==> src/rtl/srio_rx_depad_if.sv <==
// Command, padded payload and depadded output handshakes of the SRIO receive depadder.
// master drives commands and payload beats; slave is the depadder.
interface srio_rx_depad_if #(
   parameter int LEN_W = 20
);
   logic             cmd_valid;
   logic             cmd_ready;
   logic [LEN_W-1:0] cmd_len;
   logic [63:0]      in_data;
   logic             in_valid;
   logic             in_last;
   logic             in_ready;
   logic [63:0]      out_data;
   logic [7:0]       out_keep;
   logic             out_valid;
   logic             out_last;
   logic             out_ready;

   modport master (
      output cmd_valid, cmd_len, in_data, in_valid, in_last, out_ready,
      input  cmd_ready, in_ready, out_data, out_keep, out_valid, out_last
   );

   modport slave (
      input  cmd_valid, cmd_len, in_data, in_valid, in_last, out_ready,
      output cmd_ready, in_ready, out_data, out_keep, out_valid, out_last
   );
endinterface

==> src/rtl/srio_rx_depad.sv <==
// Strips SRIO length padding: passes the first len+1 bytes of a padded beat stream with keep/last,
// discards pad beats, and aborts with a len_err pulse when packet framing disagrees with the command.
module srio_rx_depad #(
   parameter int LEN_W = 20
) (
   input  logic                  clk,
   input  logic                  reset,
   srio_rx_depad_if.slave        bus,
   output logic                  busy,
   output logic                  len_err
);
   localparam int TW = LEN_W - 8;
   localparam int VW = LEN_W - 3;
   localparam logic [TW-1:0] T_ONE = 1;
   localparam logic [VW-1:0] V_ONE = 1;

   typedef enum logic [1:0] {IDLE, PASS, DROP} state_t;

   state_t          state, state_nxt;
   logic [TW-1:0]   times_r, pkt_cnt;
   logic [4:0]      fb_m1, beat_cnt, exp_beat, fb_m1_nxt;
   logic [VW-1:0]   vb_m1, vcnt;
   logic [7:0]      last_keep;
   logic            vdone;
   logic            cmd_rdy, in_rdy, cmd_acc, in_acc;
   logic            is_final, is_vb, frame_bad, frame_err;
   logic [3:0]      keep_n;

   assign bus.cmd_ready = cmd_rdy;
   assign bus.in_ready  = in_rdy;

   always_ff @(posedge clk) begin
      if (reset) state <= IDLE;
      else       state <= state_nxt;
   end

   always_comb begin
      state_nxt = state;
      cmd_rdy   = 1'b0;
      in_rdy    = 1'b0;
      busy      = (state != IDLE);
      is_final  = (pkt_cnt == times_r);
      is_vb     = (vcnt == vb_m1);
      exp_beat  = is_final ? fb_m1 : 5'd31;
      frame_bad = (bus.in_last != (beat_cnt == exp_beat));
      keep_n    = {1'b0, bus.cmd_len[2:0]} + 4'd1;

      // Final packet is rounded up to a power of two between 8 and 256 bytes.
      if      (bus.cmd_len[7]) fb_m1_nxt = 5'd31;
      else if (bus.cmd_len[6]) fb_m1_nxt = 5'd15;
      else if (bus.cmd_len[5]) fb_m1_nxt = 5'd7;
      else if (bus.cmd_len[4]) fb_m1_nxt = 5'd3;
      else if (bus.cmd_len[3]) fb_m1_nxt = 5'd1;
      else                     fb_m1_nxt = 5'd0;

      case (state)
         IDLE: cmd_rdy = !reset;
         PASS: in_rdy  = (!bus.out_valid || bus.out_ready) && !vdone;
         DROP: in_rdy  = 1'b1;
         default: ;
      endcase

      cmd_acc   = bus.cmd_valid && cmd_rdy;
      in_acc    = bus.in_valid && in_rdy;
      frame_err = in_acc && frame_bad;

      case (state)
         IDLE: if (cmd_acc) state_nxt = PASS;
         PASS: begin
            if (frame_err)                              state_nxt = IDLE;
            else if (in_acc && is_vb && !bus.in_last)   state_nxt = DROP;
            // vdone keeps a previous transfer's draining last beat from ending this one.
            else if (vdone && bus.out_valid && bus.out_ready && bus.out_last)
                                                        state_nxt = IDLE;
         end
         DROP: if (frame_err || (in_acc && bus.in_last && is_final)) state_nxt = IDLE;
         default: state_nxt = IDLE;
      endcase
   end

   always_ff @(posedge clk) begin
      if (reset) begin
         times_r       <= '0;
         pkt_cnt       <= '0;
         fb_m1         <= '0;
         beat_cnt      <= '0;
         vb_m1         <= '0;
         vcnt          <= '0;
         last_keep     <= '0;
         vdone         <= 1'b0;
         len_err       <= 1'b0;
         bus.out_valid <= 1'b0;
         bus.out_last  <= 1'b0;
         bus.out_keep  <= '0;
         bus.out_data  <= '0;
      end else begin
         len_err <= frame_err;
         if (cmd_acc) begin
            times_r   <= bus.cmd_len[LEN_W-1:8];
            fb_m1     <= fb_m1_nxt;
            vb_m1     <= bus.cmd_len[LEN_W-1:3];
            last_keep <= ~(8'hFF >> keep_n);
            pkt_cnt   <= '0;
            beat_cnt  <= '0;
            vcnt      <= '0;
            vdone     <= 1'b0;
         end else if (in_acc && !frame_bad) begin
            beat_cnt <= bus.in_last ? 5'd0 : beat_cnt + 5'd1;
            if (bus.in_last) pkt_cnt <= pkt_cnt + T_ONE;
            if (state == PASS) begin
               vcnt <= vcnt + V_ONE;
               if (is_vb && bus.in_last) vdone <= 1'b1;
            end
         end

         if (in_acc && !frame_bad && state == PASS) begin
            bus.out_valid <= 1'b1;
            bus.out_data  <= bus.in_data;
            bus.out_keep  <= is_vb ? last_keep : 8'hFF;
            bus.out_last  <= is_vb;
         end else if (bus.out_ready) begin
            bus.out_valid <= 1'b0;
         end
      end
   end
endmodule

==> src/flat_wrapper.sv <==
// flat-port wrapper written by rule: the top's interface ports become plain ports
module srio_rx_depad_flat 
#(
   parameter int LEN_W = 20
)
  (clk, reset, busy, len_err, bus_cmd_valid, bus_cmd_len, bus_in_data, bus_in_valid, bus_in_last, bus_out_ready, bus_cmd_ready, bus_in_ready, bus_out_data, bus_out_keep, bus_out_valid, bus_out_last);
  srio_rx_depad_if #(.LEN_W(LEN_W)) bus_i ();
  input  logic clk;
  input  logic reset;
  output logic busy;
  output logic len_err;
  input wire logic [$bits(bus_i.cmd_valid)-1:0] bus_cmd_valid;
  input wire logic [$bits(bus_i.cmd_len)-1:0] bus_cmd_len;
  input wire logic [$bits(bus_i.in_data)-1:0] bus_in_data;
  input wire logic [$bits(bus_i.in_valid)-1:0] bus_in_valid;
  input wire logic [$bits(bus_i.in_last)-1:0] bus_in_last;
  input wire logic [$bits(bus_i.out_ready)-1:0] bus_out_ready;
  output wire logic [$bits(bus_i.cmd_ready)-1:0] bus_cmd_ready;
  output wire logic [$bits(bus_i.in_ready)-1:0] bus_in_ready;
  output wire logic [$bits(bus_i.out_data)-1:0] bus_out_data;
  output wire logic [$bits(bus_i.out_keep)-1:0] bus_out_keep;
  output wire logic [$bits(bus_i.out_valid)-1:0] bus_out_valid;
  output wire logic [$bits(bus_i.out_last)-1:0] bus_out_last;
  assign bus_i.cmd_valid = bus_cmd_valid;
  assign bus_i.cmd_len = bus_cmd_len;
  assign bus_i.in_data = bus_in_data;
  assign bus_i.in_valid = bus_in_valid;
  assign bus_i.in_last = bus_in_last;
  assign bus_i.out_ready = bus_out_ready;
  assign bus_cmd_ready = bus_i.cmd_ready;
  assign bus_in_ready = bus_i.in_ready;
  assign bus_out_data = bus_i.out_data;
  assign bus_out_keep = bus_i.out_keep;
  assign bus_out_valid = bus_i.out_valid;
  assign bus_out_last = bus_i.out_last;
  srio_rx_depad #(.LEN_W(LEN_W)) u_core (.clk(clk), .reset(reset), .bus(bus_i), .busy(busy), .len_err(len_err));
endmodule
==> config.mk <==
export PLATFORM = sky130hd
export DESIGN_NAME = srio_rx_depad_flat
export DESIGN_NICKNAME = d
export VERILOG_FILES = /design/src/rtl/srio_rx_depad_if.sv /design/src/rtl/srio_rx_depad.sv /design/src/flat_wrapper.sv
export SDC_FILE = /design/constraint.sdc
export NUM_CORES = 1
export LEC_CHECK = 0
export ABC_AREA = 1
export CELL_PAD_IN_SITES_DETAIL_PLACEMENT = 1
export CELL_PAD_IN_SITES_GLOBAL_PLACEMENT = 2
export CORE_UTILIZATION = 24
export DETAILED_ROUTE_END_ITERATION = 12
export GPL_TIMING_DRIVEN = 0
export PLACE_DENSITY_LB_ADDON = 0.1
export SETUP_SLACK_MARGIN = 0.05
export SLEW_MARGIN = 20
export SYNTH_ARGS = -nofsm -noshare
export SYNTH_HDL_FRONTEND = slang
export SYNTH_SLANG_ARGS = --single-unit
==> constraint.sdc <==
create_clock -name clk -period 2 [get_ports clk]
set_clock_uncertainty 0.1 [all_clocks]
set_input_delay 0.4 -clock clk [delete_from_list [all_inputs] [get_ports clk]]
set_output_delay 0.4 -clock clk [all_outputs]
set_load 0.05 [all_outputs]
Word level (Yosys, flattened, before mapping):

Index checks and enable logic that the tools add are counted.

* flip-flop bits (word level): 154
* output and inout bits: 78
* input port bits: 90

* mux-type cells: 18
* equality and inequality tests: 9
* reductions and logical operators: 29
* add/subtract/negate cells: 4
* shift-type cells: 1
* bitwise operators: 1

Operators with widths (number)
* 5-bit 2-to-1 mux: 6
* 17-bit by 1-bit adder with 17-bit output (second input constant): 1
* 17-bit == test: 1
* 1-bit logical AND: 14
* 12-bit by 1-bit adder with 12-bit output (second input constant): 1
* 12-bit == test: 1
* 2-bit 2-to-1 mux: 5
* 8-bit 2-to-1 mux: 1
* 8-bit NOT: 1
* 8-bit by 4-bit right shift with 8-bit output (first input constant): 1
* 2-bit one-hot mux with 3 select lines: 1
* 3-bit AND reduction: 2
* 5-bit by 1-bit adder with 5-bit output (second input constant): 1
* 5-bit == test: 1
* 1-bit zero test: 5
* 3-bit by 1-bit adder with 4-bit output (second input constant): 1
* 1-bit 2-to-1 mux: 4
* 2-bit by 1-bit inequality test with 1-bit output (second input constant): 2
* 4-bit by 1-bit inequality test with 1-bit output (second input constant): 1
* 2-bit AND reduction: 2
* 2-bit nonzero test: 2
* 2-bit by 1-bit == test with 1-bit output (second input constant): 1
* 2-bit == test (second input constant): 1
* 2-bit zero test: 1
* 4 further kinds: 5

Depth between registers and ports, before layout:

Gate-level depths: netlist (run 1).

* depth in word-level cells: 10
* mapped depth: 19

Least setup slack after synthesis (run 1):

OpenSTA, ideal clock, no wires.

* path kind: flip-flop to flip-flop
* start: reg u_core.state[0]
* end: reg u_core.vb_m1[14]
* arrival: 2651 ps
* path buffers: 1
* cell stages (with the launch flop): 11
* path slack: -880 ps
* library setup time: 129 ps
* cells stage by stage: dfxtp_1 > inv_1 > ha_1 > inv_1 > nor2_1 > nand2_1 > inv_1 > nor2_1 > clkinv_1 > clkbuf_1 > o21ai_0

* word-level cells in the longest chain between the ends: 3

RTL lines
* start, declared: line srio_rx_depad.sv:19 `state_t state, state_nxt;`
* start signal, assigned: line srio_rx_depad.sv:34 `else state <= state_nxt;`
* 2-bit zero test: line srio_rx_depad.sv:56 `case (state)`
* 1-bit 2-to-1 mux: line srio_rx_depad.sv:56
* net bus_cmd_ready: line flat_wrapper.sv:18 `output wire logic [$bits(bus_i.cmd_ready)-1:0] bus_cmd_ready;`
* 1-bit logical AND: line srio_rx_depad.sv:63 `cmd_acc = bus.cmd_valid && cmd_rdy;`
* end signal, assigned: line srio_rx_depad.sv:101 `vb_m1 <= bus.cmd_len[LEN_W-1:3];`
* end, declared: line srio_rx_depad.sv:22 `logic [VW-1:0] vb_m1, vcnt;`

The timed path passes the listed nets, and every way through them passes these cells.
A chain may end at the register's enable or synchronous reset.

Final worst setup path (run 1):

* start: reg u_core.pkt_cnt[5]
* end: reg u_core.bus.out_data[34]

* word-level cells in the longest chain between the ends: 7

RTL lines
* start, declared: line srio_rx_depad.sv:20 `logic [TW-1:0] times_r, pkt_cnt;`
* start signal, assigned: line srio_rx_depad.sv:109 `if (bus.in_last) pkt_cnt <= pkt_cnt + T_ONE;`
* 12-bit == test: line srio_rx_depad.sv:42 `is_final = (pkt_cnt == times_r);`
* 5-bit 2-to-1 mux: line srio_rx_depad.sv:44 `exp_beat = is_final ? fb_m1 : 5'd31;`
* 5-bit == test: line srio_rx_depad.sv:45 `frame_bad = (bus.in_last != (beat_cnt == exp_beat));`
* 1-bit inequality test: line srio_rx_depad.sv:45
* 1-bit zero test: line srio_rx_depad.sv:116 `if (in_acc && !frame_bad && state == PASS) begin`
* 1-bit logical AND (2 in series): line srio_rx_depad.sv:116
* end signal, assigned: line srio_rx_depad.sv:118 `bus.out_data <= bus.in_data;`
* end, declared: line srio_rx_depad_if.sv:26 `output cmd_ready, in_ready, out_data, out_keep, out_valid, out_last`

Every way passes these cells.

==> results of run 1 <==
==> cell families (layout without fill, tap and decap cells) <==
kind of cell	count (synthesis)	count (layout)	share of synthesized area
simple gates	441	441	0.290
compound gates	141	141	0.118
flops	141	141	0.452
buf+inv	121	356	0.0804
xor+xnor	34	34	0.0477
fa+ha+maj	6	6	0.0120
==> synthesized netlist by cell type <==
library cell,instances,area share
a21oi_1,40,0.032
a21oi_2,1,0.0014
a31oi_1,1,0.0010
a32o_1,1,0.0016
buf_1,2,0.0012
buf_2,12,0.0096
buf_4,5,0.0060
buf_6,1,0.0018
clkbuf_1,17,0.010
clkbuf_2,2,0.0016
clkbuf_4,1,0.0012
clkinv_1,1,0.00060
dfxtp_1,141,0.45
ha_1,6,0.012
inv_1,75,0.045
inv_2,5,0.0030
nand2_1,190,0.11
nand2_2,4,0.0040
nand3_1,36,0.029
nand3_2,1,0.0016
nand4_1,13,0.013
nor2_1,171,0.10
nor2_2,2,0.0020
nor2_8,1,0.0032
nor3_1,17,0.014
nor4_1,5,0.0050
nor4b_1,1,0.0014
o21a_1,1,0.0012
o21ai_0,68,0.055
o21ai_1,21,0.017
o21bai_1,1,0.0012
o21bai_2,1,0.0018
o22ai_1,5,0.0050
o31ai_1,1,0.0012
xnor2_1,5,0.0070
xor2_1,29,0.041
==> worst max-delay path by stage <==
stage | cells after the start | endpoint | start | slack [ns]
after floorplan | 17 | u_core.bus.out_data[10] | u_core.pkt_cnt[0] | -0.12
after global placement | 14 | u_core.bus.out_data[10] | u_core.pkt_cnt[3] | -0.92
after detailed placement | 14 | u_core.bus.out_data[8] | u_core.pkt_cnt[2] | -0.92
after CTS | 18 | u_core.bus.out_data[29] | u_core.pkt_cnt[1] | -0.56
after global routing | 19 | u_core.bus.out_data[45] | u_core.pkt_cnt[5] | -0.72
final | 21 | u_core.bus.out_data[34] | u_core.pkt_cnt[5] | -0.56
==> cell type report <==
type | instances | area, µm² | share of cell area
well taps | 330 | 413 | 0.0415
clock inverters | 14 | 136 | 0.0137
plain buffers | 40 | 393 | 0.0395
repair buffers | 203 | 2050 | 0.206
flip-flops and latches | 141 | 2890 | 0.290
clock buffers | 18 | 429 | 0.0432
multi-input cells | 622 | 3310 | 0.333
inverters | 81 | 323 | 0.0325
==> power breakdown <==
part / leakage [nW] / internal (mW) / switching (mW)
sequential: 1.16 / 2.97 / 0.105
combinational: 3.18 / 0.798 / 1.03
clock: 0.268 / 1.73 / 1.38
total: 4.60 / 5.50 / 2.51
==> what timing repair did <==
action,4_1_cts,5_1_grt
setup buffers,3,28
gates cloned,0,7
setup endpoints to repair,208,156
gates resized for setup,101,151
pin swaps,6,38
==> state kept, by name (all words and copies together) (netlist names) <==
| signal | flops |
|---|---|
| u_core.beat_cnt | 5 |
| u_core.bus.out_data | 64 |
| u_core.bus.out_keep | 8 |
| u_core.bus.out_last | 1 |
| u_core.bus.out_valid | 1 |
| u_core.fb_m1 | 4 |
| u_core.last_keep | 8 |
| u_core.len_err | 1 |
| u_core.pkt_cnt | 12 |
| u_core.state | 2 |
| u_core.vb_m1 | 17 |
| u_core.vcnt | 17 |
| u_core.vdone | 1 |
==> critical path, delay by kind of cell (launching register included) <==
| kind | cells | cell delay, ns |
|---|---|---|
| and+or+nand+nor | 15 | 1.30 |
| AOI/OAI and AO/OA | 1 | 0.05 |
| buffers and inverters | 5 | 0.66 |
| DFF | 1 | 0.36 |
==> routing by layer <==
metal  track usage  share of wire  vias up
li1              -              -     3281
met1         0.225           0.50     2976
met2         0.264           0.45      125
met3        0.0317          0.037       11
met4        0.0480         0.0093        0
met5             0              0        -
==> cell usage in the layout (no fill, tap or decap), types with 17 or more instances in the layout <==
master,Yosys,layout
inv_2,5,17
clkbuf_16,0,23
a21oi_2,1,23
clkdlybuf4s50_1,0,87
nand2_2,4,19
buf_4,5,27
o21ai_1,21,66
a21oi_1,40,17
nor2_1,171,163
dfxtp_1,141,115
nor3_1,17,17
dlygate4sd2_1,0,55
inv_1,75,58
dlymetal6s2s_1,0,20
nand2_1,190,162
xor2_1,29,29
nand3_1,36,31
==> stage by stage <==
step	hold slack (ns)	total power [mW]	instance area, µm²
floorplan	0.320	4.10	6460
global placement	0.332	4.66	8520
detailed placement	0.336	4.68	8520
CTS	0.269	7.87	9140
global route	0.303	8.42	9940
finish	0.319	8.01	9940
==> flow_summary.ini, run 1 <==
[place]
hpwl_um = 16400
gp_congestion = 0.757
post-place-cells = 1379
dp_worst_setup_slack_ns = -0.919
portBuffers = 165

[pwr]
vdd_drop_max_mv = 0.507
p_per_area_nw_per_um2 = 805
p_leak_nw = 4.60

[sta]
timing.final.crit_share = 1.28
slew_headroom = 0.608
fin_crit_ns = 2.56
timing.fmax_mhz = 390
worst_pin_slew_ns = 0.588
drv_slew = 0
rsz0062_at_grt = yes
hold_viol = 0
tns_ns = -55.61
fin_ws_ns = -0.564
setup-violations-final = 113

[floorplan]
ios = 168
core_area_um2 = 25300
initial_core_util = 0.246
num_rows = 58
die_w_um = 163
die_area_um2 = 26700
fp.dieH_um = 163

[critical_path]
critPathLaunchType = flip-flop
crit_top_cell = nand2_1
crit_chain = inv_2 > nand2_1 > nand2_1 > nor2_1 > nand2_2 > nor2_4 > buf_6 > buf_6 > nand3_1 > nand2_1 > nand2_1 > nand2_2 > nor2_4 > nand3_4 > nand2_4 > nand2_8 > nor2_8 > clkbuf_16 > clkbuf_16 > o21ai_1 > nor2_1
r2r_slack_ns = -0.56
rr_worst_depth = 21
required_ns = 2.26
critPathMaxStageDelay_ns = 0.36
worst_ep_arrival_time_ns = 2.82
end_kind = flip-flop
rr_startpoint = u_core.pkt_cnt[5]
crit_path_top_delay_cell = dfxtp_4
worst_r2r_endpoint = u_core.bus.out_data[34]
crit_type = reg -> reg
cp_max_fo = 7

[yosys]
synthCells = 884
yosys.cell_types.count = 36
syn_nets = 980
synth-seq-cells = 141
yosysSeqAreaShare = 0.452
syn_area_um2 = 6240
syn_area_per_cell_um2 = 7.06
yosys_warnings = 0

[global_route]
grt_pass1_wl_um = 33800
gr-total-overflow = 0
grt_antenna_before_repair = 0
grt_max_degree = 17
grtUsageTotal = 0.166
grt_pass1_vias = 6159

[final_layout]
antenna_cells = 0
finalCoreUtilization = 0.393
syn_to_final_growth_pct = 59.3
fillers = 3080
finalNonFillerCells = 1449
layout-drive-gt1-share = 0.213
nNetsFinal = 1202

[clock_network]
cts.sinks = 141
cts_buffers = 17
clk_pin_slew_ns = 0.07
cts_hold_buf = 0
root_buffer = clkbuf_16
cts_tree = yes
cts_max_path_buffers = 2
htreeDepth = 4
clk_latency_ns = 0.42

[run]
drv_cap = 0

[min_path]
worstHoldStart = bus_in_last
hold_path.class = in -> reg
whs_endpoint = u_core.pkt_cnt[1]
min_path_cells = 3

[routing]
wl_um = 22500
viasPerCell = 4.41
dr.pass1.iters = 4
drt.antenna.violating_nets = 0
drt_iter0_drc = 229
wire_per_inst_um = 15.5
drcViolationCount = 0
dr_total_vias = 6393

[run_status]
status = finished with violations
violations = setup timing
Note: power is estimated with default switching activity, not from simulation.
==> run 2, diff against run 1 <==
Settings changed: CTS_CLUSTER_DIAMETER set to 120, PLACE_DENSITY set to 0.82, PLACE_DENSITY_LB_ADDON 0.1 to unset.
==> flow_summary.ini, run 2 (synthesis gave the netlist of run 1 again) <==
[place]
portBuffers = 165
dp_worst_setup_slack_ns = -0.873
dpl_cell_area_um2 = 8520
gp_congestion = 0.792
hpwl_um = 16900
post-place-cells = 1379

[routing]
dr_total_vias = 6588
drt_iter0_drc = 246
drcViolationCount = 0
viasPerCell = 4.53
wire_per_inst_um = 16.1
wl_um = 23500
drt.antenna.violating_nets = 0
dr.pass1.iters = 4

[critical_path]
required_ns = 2.22
critPathLaunchType = flip-flop
r2r_slack_ns = -0.55
crit_type = reg -> reg
worst_ep_arrival_time_ns = 2.77
cp_max_fo = 6
end_kind = flip-flop

[final_layout]
nNetsFinal = 1208
stdcell_area_um2 = 10100
final_cell_mix = nor2_1, nand2_1, dfxtp_1
finalNonFillerCells = 1455
top_register = u_core.bus.out_data
reg_top3 = u_core.bus.out_data x64, u_core.vb_m1 x17, u_core.vcnt x17
syn_to_final_growth_pct = 62.3
fillers = 3023
finalCoreUtilization = 0.400
antenna_cells = 0
final_common_cell = nor2_1
largest_register_ffs = 64
layout-drive-gt1-share = 0.228

[sta]
timing.fmax_mhz = 392
drv_slew = 0
whs_ns = 0.294
fin_ws_ns = -0.549
slew_headroom = 0.574
setup-violations-final = 113
worst_pin_slew_ns = 0.639
fin_crit_ns = 2.55
tns_ns = -54.35
timing.final.crit_share = 1.27
hold_viol = 0
rsz0062_at_grt = yes

[min_path]
hold_path.class = in -> reg

[clock_network]
cts_hold_buf = 0
cts_buffers = 17
cts_max_path_buffers = 2
root_buffer = clkbuf_16
htreeDepth = 4
clk_latency_ns = 0.42
cts.sinks = 141
cts_tree = yes
clk_pin_slew_ns = 0.07

[pwr]
total_power_mw = 8.02
vdd_drop_max_mv = 0.475
p_leak_nw = 4.54
p_per_area_nw_per_um2 = 791

[floorplan]
die_area_um2 = 26700
num_rows = 58
die_w_um = 163
fp.dieH_um = 163
ios = 168
initial_core_util = 0.246
core_area_um2 = 25300

[run]
drv_cap = 0

[global_route]
gr-total-overflow = 0
grt_pass1_wl_um = 35300
grt_pass1_vias = 6588
grtUsageTotal = 0.172
grt_max_degree = 17
grt_antenna_before_repair = 0

[run_status]
status = finished with violations
violations = setup timing
[run 2: changes by cell type in the layout (fill, tap and decap cells not counted), sizes merged, moves of 3 or more]
cell	previous run	this run
dlygate4sd2	55	76
dlymetal6s2s	20	0
clkbuf	42	46
inv	83	87
clkinv	7	4
[run 2: area by class of cell]
class / count / area, µm² / share of cell area
Clock inverter: 14 / 124 / 0.0122
Inverter: 81 / 328 / 0.0324
Tap cell: 330 / 413 / 0.0408
Timing Repair Buffer: 208 / 2060 / 0.204
Buffer: 40 / 460 / 0.0454
Sequential cell: 141 / 2870 / 0.284
Clock buffer: 18 / 439 / 0.0433
Multi-Input combinational cell: 623 / 3430 / 0.339
[run 2: worst paths after layout]
path | from | to | cells past startpoint
worst max register to register | u_core.pkt_cnt[0] | u_core.pkt_cnt[8] | 19
worst min register to register | u_core.last_keep[5] | u_core.last_keep[5] | 2
worst max-delay path | u_core.pkt_cnt[0] | u_core.pkt_cnt[8] | 19
worst min-delay path | bus_in_last | u_core.pkt_cnt[0] | 3
[run 2: critical path, stage by stage (launching register included)]
cell and delay (ns):
dfxtp_4 0.38, inv_4 0.05, nand2_1 0.05, nand2_1 0.05, nor2_1 0.14, nand2_2 0.09, nor2_4 0.15, buf_6 0.13
nand4_1 0.10, nand2_2 0.11, nand2_2 0.06, nor2_2 0.09, nand3_2 0.12, a21oi_4 0.17, buf_12 0.15, buf_8 0.14
nand2_4 0.08, clkbuf_16 0.17, nand2_1 0.05, a21oi_1 0.05
[run 2: metal layers]
layer  GRT usage  wire length [µm]
met5           0                 0
met4      0.0467               403
met3      0.0356              1140
met2       0.297             11200
met1       0.214             10700
[run 2: timing repair]
action | 4_1_cts | 5_1_grt
gates cloned | 3 | 7
pin swaps | 14 | 40
setup buffers | 20 | 14
endpoints found under the setup margin | 208 | 114
gates resized for setup | 169 | 124
hold endpoints to repair | 0 | 0
[run 2: power by group]
part | total, mW | internal (mW) | switching, mW
Sequential | 3.09 | 2.97 | 0.120
Combinational | 1.85 | 0.791 | 1.06
Clock | 3.07 | 1.67 | 1.41
